### src/rtl/fmdll_pkg.sv
// Shared definitions for the FMDLL divider/ratio counters: channel state
// encoding and the default reset-modulus helper.
package fmdll_pkg;

    typedef enum logic {
        ST_IDLE = 1'b0,
        ST_RUN  = 1'b1
    } ch_state_t;

    // All-ones modulus for a given counter width, used as the reset modulus.
    function automatic int unsigned mod_rst_default(input int unsigned w);
        return (32'd1 << w) - 32'd1;
    endfunction

endpackage

### src/rtl/clock_counter_ch.sv
// One modulo counter channel: counts 1..mod_act and wraps, with a shadowed
// modulus that is only applied where it cannot push the count past the limit.
//
//   state   | meaning
//   --------+--------------------------------------------
//   ST_IDLE | count is 0; pending modulus applied next edge
//   ST_RUN  | count in 1..mod_act; pending waits for wrap
module clock_counter_ch
    import fmdll_pkg::*;
#(
    parameter int unsigned    W       = 4,
    parameter logic [W-1:0]   MOD_RST = '1
) (
    input  logic         clk_ext,
    input  logic         rst_n,
    input  logic         en,
    input  logic         clr,
    input  logic         mod_ld,
    input  logic [W-1:0] mod_in,
    output logic [W-1:0] count_out,
    output logic [W-1:0] mod_act,
    output logic         tc,
    output logic         ld_err
);

    ch_state_t    state_q;
    logic [W-1:0] count_q;
    logic [W-1:0] mod_act_q;
    logic [W-1:0] pend_q;
    logic         pend_vld_q;
    logic         tc_q;
    logic         ld_err_q;

    logic         load_ok;
    logic         load_zero;
    logic [W-1:0] pend_d;
    logic         pend_vld_d;
    logic         wrap;
    logic         apply;

    assign load_ok    = mod_ld && (mod_in != '0);
    assign load_zero  = mod_ld && (mod_in == '0);
    // A same-cycle valid load overrides the shadow so it can bypass on a wrap.
    assign pend_d     = load_ok ? mod_in : pend_q;
    assign pend_vld_d = load_ok || pend_vld_q;
    assign wrap       = (state_q == ST_RUN) && en && (count_q == mod_act_q);
    // Count is 0 or about to become 1 here, so any nonzero modulus is safe.
    assign apply      = clr || (state_q == ST_IDLE) || wrap;

    always_ff @(posedge clk_ext or negedge rst_n) begin
        if (!rst_n) begin
            state_q    <= ST_IDLE;
            count_q    <= '0;
            mod_act_q  <= MOD_RST;
            pend_q     <= '0;
            pend_vld_q <= 1'b0;
            tc_q       <= 1'b0;
            ld_err_q   <= 1'b0;
        end else begin
            if (load_zero) begin
                ld_err_q <= 1'b1;
            end

            pend_q     <= pend_d;
            pend_vld_q <= pend_vld_d && !apply;
            if (apply && pend_vld_d) begin
                mod_act_q <= pend_d;
            end

            tc_q <= 1'b0;
            if (clr) begin
                count_q <= '0;
                state_q <= ST_IDLE;
            end else if (state_q == ST_IDLE) begin
                if (en) begin
                    count_q <= W'(1);
                    state_q <= ST_RUN;
                end
            end else if (en) begin
                if (count_q == mod_act_q) begin
                    count_q <= W'(1);
                    tc_q    <= 1'b1;
                end else begin
                    count_q <= count_q + W'(1);
                end
            end
        end
    end

    assign count_out = count_q;
    assign mod_act   = mod_act_q;
    assign tc        = tc_q;
    assign ld_err    = ld_err_q;

endmodule

### src/rtl/clock_counter_bank.sv
// Bank of CH independent modulo counters for the FMDLL divider/ratio path;
// channel i occupies bits [i*W +: W] of each packed bus.
module clock_counter_bank
    import fmdll_pkg::*;
#(
    parameter int unsigned  W       = 4,
    parameter int unsigned  CH      = 2,
    parameter logic [W-1:0] MOD_RST = W'(mod_rst_default(W))
) (
    input  logic          clk_ext,
    input  logic          rst_n,
    input  logic [CH-1:0] en,
    input  logic [CH-1:0] clr,
    input  logic [CH-1:0] mod_ld,
    input  logic [CH*W-1:0] mod_in,
    output logic [CH*W-1:0] count_out,
    output logic [CH*W-1:0] mod_act,
    output logic [CH-1:0] tc,
    output logic [CH-1:0] ld_err
);

    for (genvar i = 0; i < CH; i++) begin : g_ch
        clock_counter_ch #(
            .W       (W),
            .MOD_RST (MOD_RST)
        ) u_ch (
            .clk_ext   (clk_ext),
            .rst_n     (rst_n),
            .en        (en[i]),
            .clr       (clr[i]),
            .mod_ld    (mod_ld[i]),
            .mod_in    (mod_in[i*W +: W]),
            .count_out (count_out[i*W +: W]),
            .mod_act   (mod_act[i*W +: W]),
            .tc        (tc[i]),
            .ld_err    (ld_err[i])
        );
    end

endmodule

### config.mk
export PLATFORM = sky130hd
export DESIGN_NAME = clock_counter_bank
export DESIGN_NICKNAME = d
export VERILOG_FILES = /design/src/rtl/fmdll_pkg.sv /design/src/rtl/clock_counter_ch.sv /design/src/rtl/clock_counter_bank.sv
export SDC_FILE = /design/constraint.sdc
export NUM_CORES = 1
export LEC_CHECK = 0
export ABC_AREA = 1
export BUFFER_PORTS_ARGS = -buffer_cell sky130_fd_sc_hd__clkbuf_2
export CORE_MARGIN = 2
export CORE_UTILIZATION = 50
export CTS_CLUSTER_SIZE = 20
export DETAILED_ROUTE_END_ITERATION = 10
export PLACE_DENSITY = 0.86
export SYNTH_ARGS = -nofsm -noshare
export SYNTH_HDL_FRONTEND = slang
export SYNTH_SLANG_ARGS = --single-unit
### constraint.sdc
create_clock -name clk_ext -period 2.4 [get_ports clk_ext]
set_input_delay 0 -clock clk_ext [delete_from_list [all_inputs] [get_ports clk_ext]]
set_output_delay 0 -clock clk_ext [all_outputs]
set_load 0.01 [all_outputs]
==> results of run 1 <==
-- final timing paths --
path                                              start                        end  slack (ps)
worst max-delay path            g_ch[0].u_ch.mod_act[1]    g_ch[0].u_ch.mod_act[2]        1080
worst min-delay path                              rst_n     g_ch[0].u_ch.pend_q[0]         270
worst max register to register  g_ch[0].u_ch.mod_act[1]    g_ch[0].u_ch.mod_act[2]        1080
worst min register to register      g_ch[0].u_ch.ld_err        g_ch[0].u_ch.ld_err         480
max in group asynchronous                         rst_n  g_ch[0].u_ch.count_out[3]        1640
min in group clk_ext                             clr[0]            g_ch[0].u_ch.tc         440
-- registers in the layout (all words and copies together) (netlist names) --
signal,cells
g_ch.u_ch.pend_vld_q,2
g_ch.u_ch.ld_err,2
g_ch.u_ch.count_out,8
g_ch.u_ch.tc,2
g_ch.u_ch.mod_act,8
g_ch.u_ch.pend_q,8
g_ch.u_ch.state_q,2
-- kinds of logic (layout without fill, tap and decap cells) --
family	Yosys count	in the layout	synth area share, %
AO/OA/AOI/OAI	16	16	5.859
XOR/XNOR	2	2	1.109
adder cells (fa/ha/maj)	2	2	1.583
buffers and inverters	29	93	7.839
flip-flops	32	32	51.31
AND/OR/NAND/NOR	114	114	32.30
-- power breakdown --
group	leakage (uW)	switching [uW]	internal, uW	total [uW]
logic	0.000646	160	123	283
registers	0.000390	42.4	608	650
clock network	0.0000412	194	217	411
-- layout make-up --
type                            count  area [um2]  area share [%]
Clock inverter                      3       42.54           2.015
Timing Repair Buffer               60       425.4           20.15
Multi-Input combinational cell    134       645.6           30.59
Sequential cell                    32       810.8           38.41
Clock buffer                        5       37.54           1.778
Tap cell                           44       55.05           2.608
Inverter                           25       93.84           4.446
-- per-layer routing --
layer	GRT usage (%)	part of all wire (%)
met5	0	0
met4	11.11	2.3
met3	6.061	4.6
met2	36.49	50
met1	24.79	43
-- timing repair --
action                    in CTS  in global routing
hold buffers                  25                  0
setup buffers                  0                  0
hold endpoints to repair      46                  0
-- stage by stage --
step / utilization, % / instances
finish: 69.71 / 303
global route: 69.71 / 303
CTS: 69.71 / 303
detailed placement: 58.80 / 270
global placement: 58.80 / 270
floorplan: - / 195
-- layout by cell type, fill, tap and decap left out --
master and instances:
clkinv_2 1, ha_1 2, nand2_4 4, nor3_1 2, inv_2 6, o22ai_1 4, inv_1 19, nor2_1 9
a31o_2 2, clkbuf_2 35, or2_2 1, xor2_1 2, clkinvlp_4 1, a21oi_1 8, dlygate4sd3_1 25, nand2_2 2
bufinv_16 1, nand3_2 2, dfrtp_1 24, nand3_1 16, nand2_1 74, clkbuf_4 5, dfstp_2 8, nor2_2 4
o21ai_0 2
==> flow_metrics.py, run 1 <==
metrics = {
    "status": {
        "outcome": "finished, final reports clean",
    },
    "layout": {
        "layout-drive-gt1-share_pct": 27.80,
        "antenna_cells": 0,
        "nFillCells": 255,
        "design_area_mm2": 0.002111,
        "syn_to_final_growth_pct": 33.57,
        "nets": 276,
    },
    "setup_path": {
        "path_delay_family": "simple AND/OR/NAND/NOR gates",
        "crit_path_cell_trace": "inv_1 -> nand2_1 -> nand2_1 -> nor2_2 -> nand3_2 -> nand2_4 -> nand2_4 -> nand2_1 -> nand2_1",
        "worstSetupEndpointType": "flip-flop",
        "reg2regPathDepth": 9,
        "critPathMostFrequentCell": "nand2_1",
        "cpMaxStageDelayCell": "dfstp_2",
        "timing_worst_setup_path_type": "reg -> reg",
        "cp.depth": 9,
        "startpoint_type": "flip-flop",
        "crit_buf_inv": 1,
        "cp.arrival_ps": 1610,
        "max_stage_delay_ps": 570,
        "critical_path_required_ps": 2690,
        "cp_max_fo": 6,
    },
    "cts": {
        "cts_made_buffers": 5,
        "cts_buffer_depth": 2,
        "cts_tree": "done",
        "post_cts_resized": 0,
        "clkSinkCount": 32,
        "cts.reportedPaths.clkPinSlew_ps": 110,
        "clock_latency_ps": 340,
        "cts_root_buf": "clkbuf_4",
        "cts_max_level": 2,
    },
    "logic_synthesis": {
        "synth_seq_cells": 32,
        "synth-edff-count": 0,
        "synthCells": 195,
        "synth_top_cell_by_area": "dfrtp_1",
        "syn_area_mm2": 0.001580,
        "syn_nets": 213,
        "postSynthAreaPerCell_um2": 8.104,
        "yosysSeqAreaShare_pct": 51.31,
        "synth_most_common_cell": "nand2_1",
        "synth_flop_cell": "dfrtp_1",
        "synth_cell_types": 20,
        "synth_top_area_share_pct": 38.00,
        "async_flop_share_pct": 100.0,
        "yosys-top-cells-area": "dfrtp_1, nand2_1, dfstp_2",
        "ys_warn_count": 0,
        "ys_top_cells_by_count": "nand2_1, dfrtp_1, inv_1",
    },
    "sta": {
        "rsz0062_at_grt": "no",
        "hold_viol_final": 0,
        "setup_tns_ps": 0,
        "worst_pin_slew_ps": 768.7,
        "timing.final.ws_setup_ps": 1076,
        "hold_ws_ps": 267.3,
        "finalMaxSlewViolations": 0,
        "finalCritPeriodShare_pct": 55.18,
        "fmax_mhz": 755.1,
        "fin_crit_ps": 1324,
        "max-slew-margin-rel_pct": 48.75,
        "clock_skew_ps": 11.09,
        "setup_viol": 0,
    },
    "min_path": {
        "min_path_type": "in -> async",
    },
    "drt": {
        "wl_per_cell_um": 11.03,
        "vias": 1449,
        "first_pass_iters": 5,
        "drt-total-wl_um": 3343,
        "drt_iter0_drc": 47,
        "ant_nets": 0,
        "vias_per_cell": 4.782,
        "drc": 0,
    },
    "global_route": {
        "grt_pass1_wl_um": 5706,
        "track_usage_pct": 21.62,
        "first_global_vias": 1410,
        "grt_max_degree": 33,
        "antenna_found_initial": 0,
        "gr-total-overflow": 0,
    },
    "floorplan": {
        "rows": 20,
        "fp.coreArea_mm2": 0.003028,
        "fp.dieW_um": 60.22,
        "start_util_pct": 52.19,
        "die_area_mm2": 0.003626,
        "boundaryPins": 36,
        "die_h_um": 60.22,
    },
    "placement": {
        "port_buffers": 35,
        "dp_hpwl_um": 2236,
        "dpl_worst_slack_ps": 1090,
        "place_congestion": 0.8411,
        "placed_area_mm2": 0.001780,
    },
    "power": {
        "p_total_uw": 1344,
        "leakage_uw": 0.001078,
        "peakVddDrop_uv": 425.6,
        "powerDensity_mw_per_mm2": 636.9,
    },
    "job": {
        "cap_viol_max_count": 0,
    },
}
Note: power is estimated with default switching activity, not from simulation.
==> run 2, diff against run 1 <==
--- a/config.mk
+++ b/config.mk
@@ -8,7 +8,7 @@
 export ABC_AREA = 1
 export BUFFER_PORTS_ARGS = -buffer_cell sky130_fd_sc_hd__clkbuf_2
 export CORE_MARGIN = 2
-export CORE_UTILIZATION = 50
+export CORE_UTILIZATION = 48
 export CTS_CLUSTER_SIZE = 20
 export DETAILED_ROUTE_END_ITERATION = 10
 export PLACE_DENSITY = 0.86
==> constraint.sdc (replaced) <==
create_clock -name clk_ext -period 1.2 [get_ports clk_ext]
set_input_delay 0 -clock clk_ext [delete_from_list [all_inputs] [get_ports clk_ext]]
set_output_delay 0 -clock clk_ext [all_outputs]
set_load 0.01 [all_outputs]
==> run 2 against run 1 <==
  * The flow now finishes with violations (negative setup slack)
  * Final area is 13% higher
  * Worst setup slack worse by 1200 ps
  * Routed wire length is 19% higher
  * Count of clock-buffer cells in the layout is 2 higher
  * Non-clock buffer count is 20 higher
  * Cell count is 6.6% higher
  * Largest cell class unchanged
==> flow_metrics.py, run 2 (synthesis gave the netlist of run 1 again) <==
metrics = {
    "status": {
        "outcome": "finished, violations left",
        "violations": "negative setup slack",
    },
    "cts": {
        "cts_made_buffers": 5,
        "clkSinkCount": 32,
        "clock_latency_ps": 340,
        "cts_root_buf": "clkbuf_4",
        "cts_tree": "done",
        "cts_buffer_depth": 2,
        "cts_max_level": 2,
        "cts.reportedPaths.clkPinSlew_ps": 100,
    },
    "power": {
        "power_frac_seq_pct": 41.8,
        "leakage_uw": 0.001214,
        "switching_share_pct": 29.36,
        "switching_power_uw": 902.4,
        "peakVddDrop_uv": 942.9,
        "pwr-share-clk_pct": 30.7,
        "p_total_uw": 3073,
        "combPwrFrac_pct": 27.6,
        "cellInternalPower_uw": 2171,
        "powerDensity_mw_per_mm2": 1284,
    },
    "drt": {
        "ant_nets": 0,
        "drt-total-wl_um": 3991,
        "wl_per_cell_um": 12.36,
        "drc": 0,
        "first_pass_iters": 5,
        "drt_iter0_drc": 126,
        "vias": 1535,
        "vias_per_cell": 4.752,
    },
    "job": {
        "cap_viol_max_count": 0,
    },
    "min_path": {
        "min_path_type": "in -> async",
    },
    "floorplan": {
        "start_util_pct": 50.93,
        "die_area_mm2": 0.003767,
        "fp.coreArea_mm2": 0.003103,
        "fp.dieW_um": 61.38,
        "rows": 20,
        "boundaryPins": 36,
        "die_h_um": 61.38,
    },
    "setup_path": {
        "worstSetupEndpointType": "flip-flop",
        "max_stage_delay_ps": 560,
        "cp_max_fo": 6,
        "cpMaxStageDelayCell": "dfstp_2",
        "crit_path_cell_trace": "buf_6 -> nand2_1 -> nand2_1 -> nor2_4 -> nand3_2 -> nand2_4 -> buf_4 -> a21oi_1",
        "critical_path_required_ps": 1470,
        "timing_worst_setup_path_type": "reg -> reg",
        "startpoint_type": "flip-flop",
        "cp.arrival_ps": 1620,
        "r2r_end": "g_ch[1].u_ch.pend_vld_q",
        "r2r_setup_slack_ps": -160,
        "reg2regPathDepth": 8,
        "critPathMostFrequentCell": "nand2_1",
        "r2r-start": "g_ch[1].u_ch.mod_act[2]",
    },
    "layout": {
        "final_cell_mix": "nand2_1, clkbuf_2, dfrtp_1",
        "nFillCells": 216,
        "syn_to_final_growth_pct": 51.47,
        "final_util_pct": 77.14,
        "layout_commonest_cell": "nand2_1",
        "layout-drive-gt1-share_pct": 44.44,
        "nets": 296,
        "antenna_cells": 0,
        "final_cells": 323,
    },
    "placement": {
        "placedCellCount": 287,
        "port_buffers": 35,
        "place_congestion": 0.8766,
        "dp_hpwl_um": 2427,
    },
    "global_route": {
        "track_usage_pct": 22.96,
        "grt_pass1_wl_um": 6216,
        "first_global_vias": 1490,
        "grt_max_degree": 16,
        "antenna_found_initial": 0,
        "gr-total-overflow": 0,
    },
    "sta": {
        "setup_viol": 20,
        "timing.final.ws_setup_ps": -155.5,
        "finalMaxSlewViolations": 0,
        "worst_pin_slew_ps": 388.6,
        "hold_viol_final": 0,
        "rsz0062_at_grt": "yes",
        "max-slew-margin-rel_pct": 74.00,
        "fin_crit_ps": 1356,
        "fmax_mhz": 737.7,
        "finalCritPeriodShare_pct": 113.0,
        "clock_skew_ps": 8.301,
    },
}
## run 2: cell types whose count changed in the layout (fill, tap and decap cells not counted), sizes merged
cell         change
dlygate4sd3      -4
clkinvlp         -1
clkinv           -1
buf             +26
## run 2: worst max-delay path: cells and delay by family, from the launching register on
kind	cells	cell delay (ps)
buf+inv	2	250
flops	1	560
compound gates	1	110
simple gates	5	380
## run 2: how the worst max path moves through the flow
stage	endpoint	from	cells past startpoint
after floorplan	g_ch[1].u_ch.mod_act[0]	g_ch[1].u_ch.mod_act[0]	9
after global routing	g_ch[1].u_ch.mod_act[0]	g_ch[1].u_ch.mod_act[3]	9
after CTS	g_ch[1].u_ch.mod_act[0]	g_ch[1].u_ch.mod_act[3]	9
final	g_ch[1].u_ch.pend_vld_q	g_ch[1].u_ch.mod_act[2]	8
after global placement	g_ch[1].u_ch.mod_act[1]	g_ch[1].u_ch.mod_act[0]	9
after detailed placement	g_ch[1].u_ch.mod_act[0]	g_ch[1].u_ch.mod_act[0]	9
## run 2: what timing repair did
item | 4_1_cts | 5_1_grt
pin swaps | 7 | 19
resized for setup | 3 | 37
hold endpoints to repair | 51 | 0
endpoints found under the setup margin | 16 | 22
buffers inserted | 3 | 5
gates cloned | 0 | 0
hold buffers | 21 | 0
## run 2: area by class of cell
type | instances | area (um2) | share of cell area (%)
multi-input combinational | 134 | 745.7 | 31.16
clock inverter | 1 | 30.03 | 1.255
timing repair buffer | 80 | 593.1 | 24.78
clock buffer | 7 | 65.06 | 2.718
sequential | 32 | 810.8 | 33.87
inverter | 25 | 93.84 | 3.921
tap | 44 | 55.05 | 2.300
## run 2: stage by stage
| step | setup slack, ps | instance area [um2] | TNS [ps] | hold WS [ps] |
|---|---|---|---|---|
| finish | -155.5 | 2394 | -1921 | 10.79 |
| global route | -215.4 | 2394 | -3595 | 4.901 |
| CTS | -85.18 | 2250 | -909.6 | -0.7481 |
| detailed placement | -95.36 | 1908 | -750.9 | -175.1 |
| global placement | -55.70 | 1908 | -302.6 | -173.7 |
| floorplan | -38.17 | 1580 | -304.9 | -295.6 |
## run 2: per-layer routing
metal / track usage, % / wire length (um)
met5: 0 / 0
met4: 7.903 / 93
met3: 7.983 / 197
met2: 38.75 / 2100
met1: 27.45 / 1600
## run 2: power groups by stage
stage	combinational, uW	sequential [uW]	clock, uW
floorplan	319	1330	0
global placement	597	1290	0
detailed placement	610	1290	0
CTS	695	1270	949
global route	935	1290	1000
finish	847	1280	942
==> run 3, diff against run 2 <==
--- a/config.mk
+++ b/config.mk
@@ -8,10 +8,11 @@
 export ABC_AREA = 1
 export BUFFER_PORTS_ARGS = -buffer_cell sky130_fd_sc_hd__clkbuf_2
 export CORE_MARGIN = 2
-export CORE_UTILIZATION = 48
+export CORE_UTILIZATION = 50
+export CTS_BUF_LIST = sky130_fd_sc_hd__clkbuf_8
 export CTS_CLUSTER_SIZE = 20
 export DETAILED_ROUTE_END_ITERATION = 10
-export PLACE_DENSITY = 0.86
+export PLACE_DENSITY = 0.89
 export SYNTH_ARGS = -nofsm -noshare
 export SYNTH_HDL_FRONTEND = slang
 export SYNTH_SLANG_ARGS = --single-unit
==> run 3 against run 2 <==
  * Highest routed layer unchanged
  * The run still ends with negative setup slack left
  * Register-to-register slack got worse by 30 ps
  * Non-clock buffer count decreased by 7
  * Largest power group unchanged
  * Largest cell class unchanged
  * Combinational power is 2% higher
==> flow_metrics.py, run 3 (synthesis gave the netlist of run 1 again) <==
metrics = {
    "setup_path": {
        "r2r_end": "g_ch[1].u_ch.tc",
        "cpMaxStageDelayCell": "dfstp_2",
        "worstSetupEndpointType": "flip-flop",
        "r2r-start": "g_ch[1].u_ch.mod_act[1]",
        "cp_max_fo": 3,
        "reg2regPathDepth": 7,
        "max_stage_delay_ps": 550,
        "cp.arrival_ps": 1580,
        "startpoint_type": "flip-flop",
        "critical_path_required_ps": 1400,
        "critPathMostFrequentCell": "nand2_1",
        "r2r_setup_slack_ps": -180,
        "crit_path_cell_trace": "inv_2 -> nand2_1 -> nand2_1 -> nor2_2 -> nand3_2 -> buf_4 -> nor3_1",
        "timing_worst_setup_path_type": "reg -> reg",
    },
    "sta": {
        "finalMaxSlewViolations": 0,
        "timing.final.ws_setup_ps": -183.9,
        "finalCritPeriodShare_pct": 115.3,
        "setup_viol": 20,
        "fin_crit_ps": 1384,
        "max-slew-margin-rel_pct": 73.73,
        "hold_viol_final": 0,
        "hold_ws_ps": 2.380,
        "rsz0062_at_grt": "yes",
        "clock_skew_ps": 7.284,
        "fmax_mhz": 722.6,
        "worst_pin_slew_ps": 394.0,
    },
    "drt": {
        "ant_nets": 0,
        "wl_per_cell_um": 12.58,
        "drt-total-wl_um": 3975,
        "drc": 0,
        "met2_length_um": 2141,
        "wl_met3_um": 169,
        "top_layer_used": "met4",
        "vias": 1528,
        "routedLengthMet1_um": 1589,
        "vias_per_cell": 4.835,
        "drt_iter0_drc": 53,
        "first_pass_iters": 4,
    },
    "power": {
        "leakage_uw": 0.001195,
        "powerDensity_mw_per_mm2": 1368,
        "peakVddDrop_uv": 998.7,
    },
    "layout": {
        "final_cell_mix": "nand2_1, clkbuf_2, dfrtp_1",
        "antenna_cells": 0,
        "syn_to_final_growth_pct": 46.48,
        "layout-drive-gt1-share_pct": 44.12,
        "nFillCells": 189,
        "nets": 289,
        "design_area_mm2": 0.002315,
        "final_cells": 316,
        "layout_commonest_cell": "nand2_1",
    },
    "cts": {
        "clkSinkCount": 32,
        "clock_latency_ps": 290,
        "cts_buffer_depth": 2,
        "cts_max_level": 2,
        "cts_made_buffers": 5,
        "cts_root_buf": "clkbuf_8",
        "cts_tree": "done",
        "cts.reportedPaths.clkPinSlew_ps": 70,
    },
    "global_route": {
        "grt_pass1_wl_um": 5796,
        "grt_max_degree": 33,
        "antenna_found_initial": 0,
        "track_usage_pct": 22.25,
        "first_global_vias": 1336,
        "gr-total-overflow": 0,
    },
    "status": {
        "violations": "negative setup slack",
        "outcome": "finished, violations left",
    },
    "job": {
        "cap_viol_max_count": 0,
    },
    "floorplan": {
        "fp.dieW_um": 60.22,
        "die_h_um": 60.22,
        "start_util_pct": 52.19,
        "boundaryPins": 36,
        "rows": 20,
        "fp.coreArea_mm2": 0.003028,
        "die_area_mm2": 0.003626,
    },
    "min_path": {
        "min_path_type": "in -> reg",
        "hp-start": "en[1]",
        "whs_endpoint": "g_ch[1].u_ch.state_q",
        "hold_depth": 3,
    },
    "placement": {
        "dp_hpwl_um": 2277,
        "placedCellCount": 283,
        "placed_area_mm2": 0.001878,
        "place_congestion": 0.8018,
        "port_buffers": 35,
    },
}
-- run 3: changes by cell type in the layout (fill, tap and decap cells not counted), moves of 2 or more --
cell	change
a21oi_1	-3
a21oi_2	+3
clkbuf_4	-5
clkbuf_8	+3
dlygate4sd3_1	-9
nand2_1	+7
nand2_2	-7
o22ai_1	+2
o22ai_2	-2
-- run 3: cell type report --
type / count / area [um2] / share of cell area, %
Multi-Input combinational cell: 134 / 728.2 / 31.46
Tap cell: 44 / 55.05 / 2.378
Clock buffer: 5 / 68.82 / 2.973
Sequential cell: 32 / 810.8 / 35.03
Clock inverter: 3 / 38.79 / 1.676
Timing Repair Buffer: 73 / 519.2 / 22.43
Inverter: 25 / 93.84 / 4.054
-- run 3: worst max-delay path by stage --
| stage | startpoint | to | slack, ps |
|---|---|---|---|
| after floorplan | g_ch[1].u_ch.mod_act[0] | g_ch[1].u_ch.mod_act[0] | -40 |
| after global placement | g_ch[1].u_ch.mod_act[0] | g_ch[1].u_ch.mod_act[1] | -60 |
| after global routing | g_ch[1].u_ch.mod_act[0] | g_ch[1].u_ch.mod_act[1] | -240 |
| final | g_ch[1].u_ch.mod_act[1] | g_ch[1].u_ch.tc | -180 |
| after detailed placement | g_ch[1].u_ch.mod_act[0] | g_ch[1].u_ch.mod_act[1] | -110 |
| after CTS | g_ch[1].u_ch.mod_act[1] | g_ch[1].u_ch.mod_act[2] | -90 |
-- run 3: power by group --
group | switching [uW] | internal (uW) | total (uW)
registers | 67.0 | 1220 | 1280
logic | 450 | 415 | 865
clock network | 412 | 607 | 1020
-- run 3: layer usage --
layer	vias up	GRT usage, %
li1	760	-
met1	713	28.29
met2	44	36.65
met3	11	5.195
met4	0	8.571
met5	-	0
-- run 3: metrics by stage --
stage	util, %	setup TNS (ps)	total power [uW]	worst slack, ps
after detailed placement	62.02	-906.9	1891	-110.9
final	76.45	-2548	3167	-183.9
after global placement	62.02	-461.7	1873	-60.15
after floorplan	-	-304.9	1648	-38.17
after global routing	76.45	-3820	3314	-244.7
after CTS	70.79	-914.2	2973	-89.38
-- run 3: worst max-delay path, delay by kind of cell, from the launching register on --
family	cells	cell delay [ps]
flip-flops	1	550
buffers and inverters	2	190
AND/OR/NAND/NOR	5	570
-- run 3: timing repair --
action,CTS,global route
pin swaps,3,14
buffers inserted,4,9
endpoints found under the setup margin,18,20
hold endpoints to repair,36,1
hold buffers,11,1
gates resized for setup,4,31
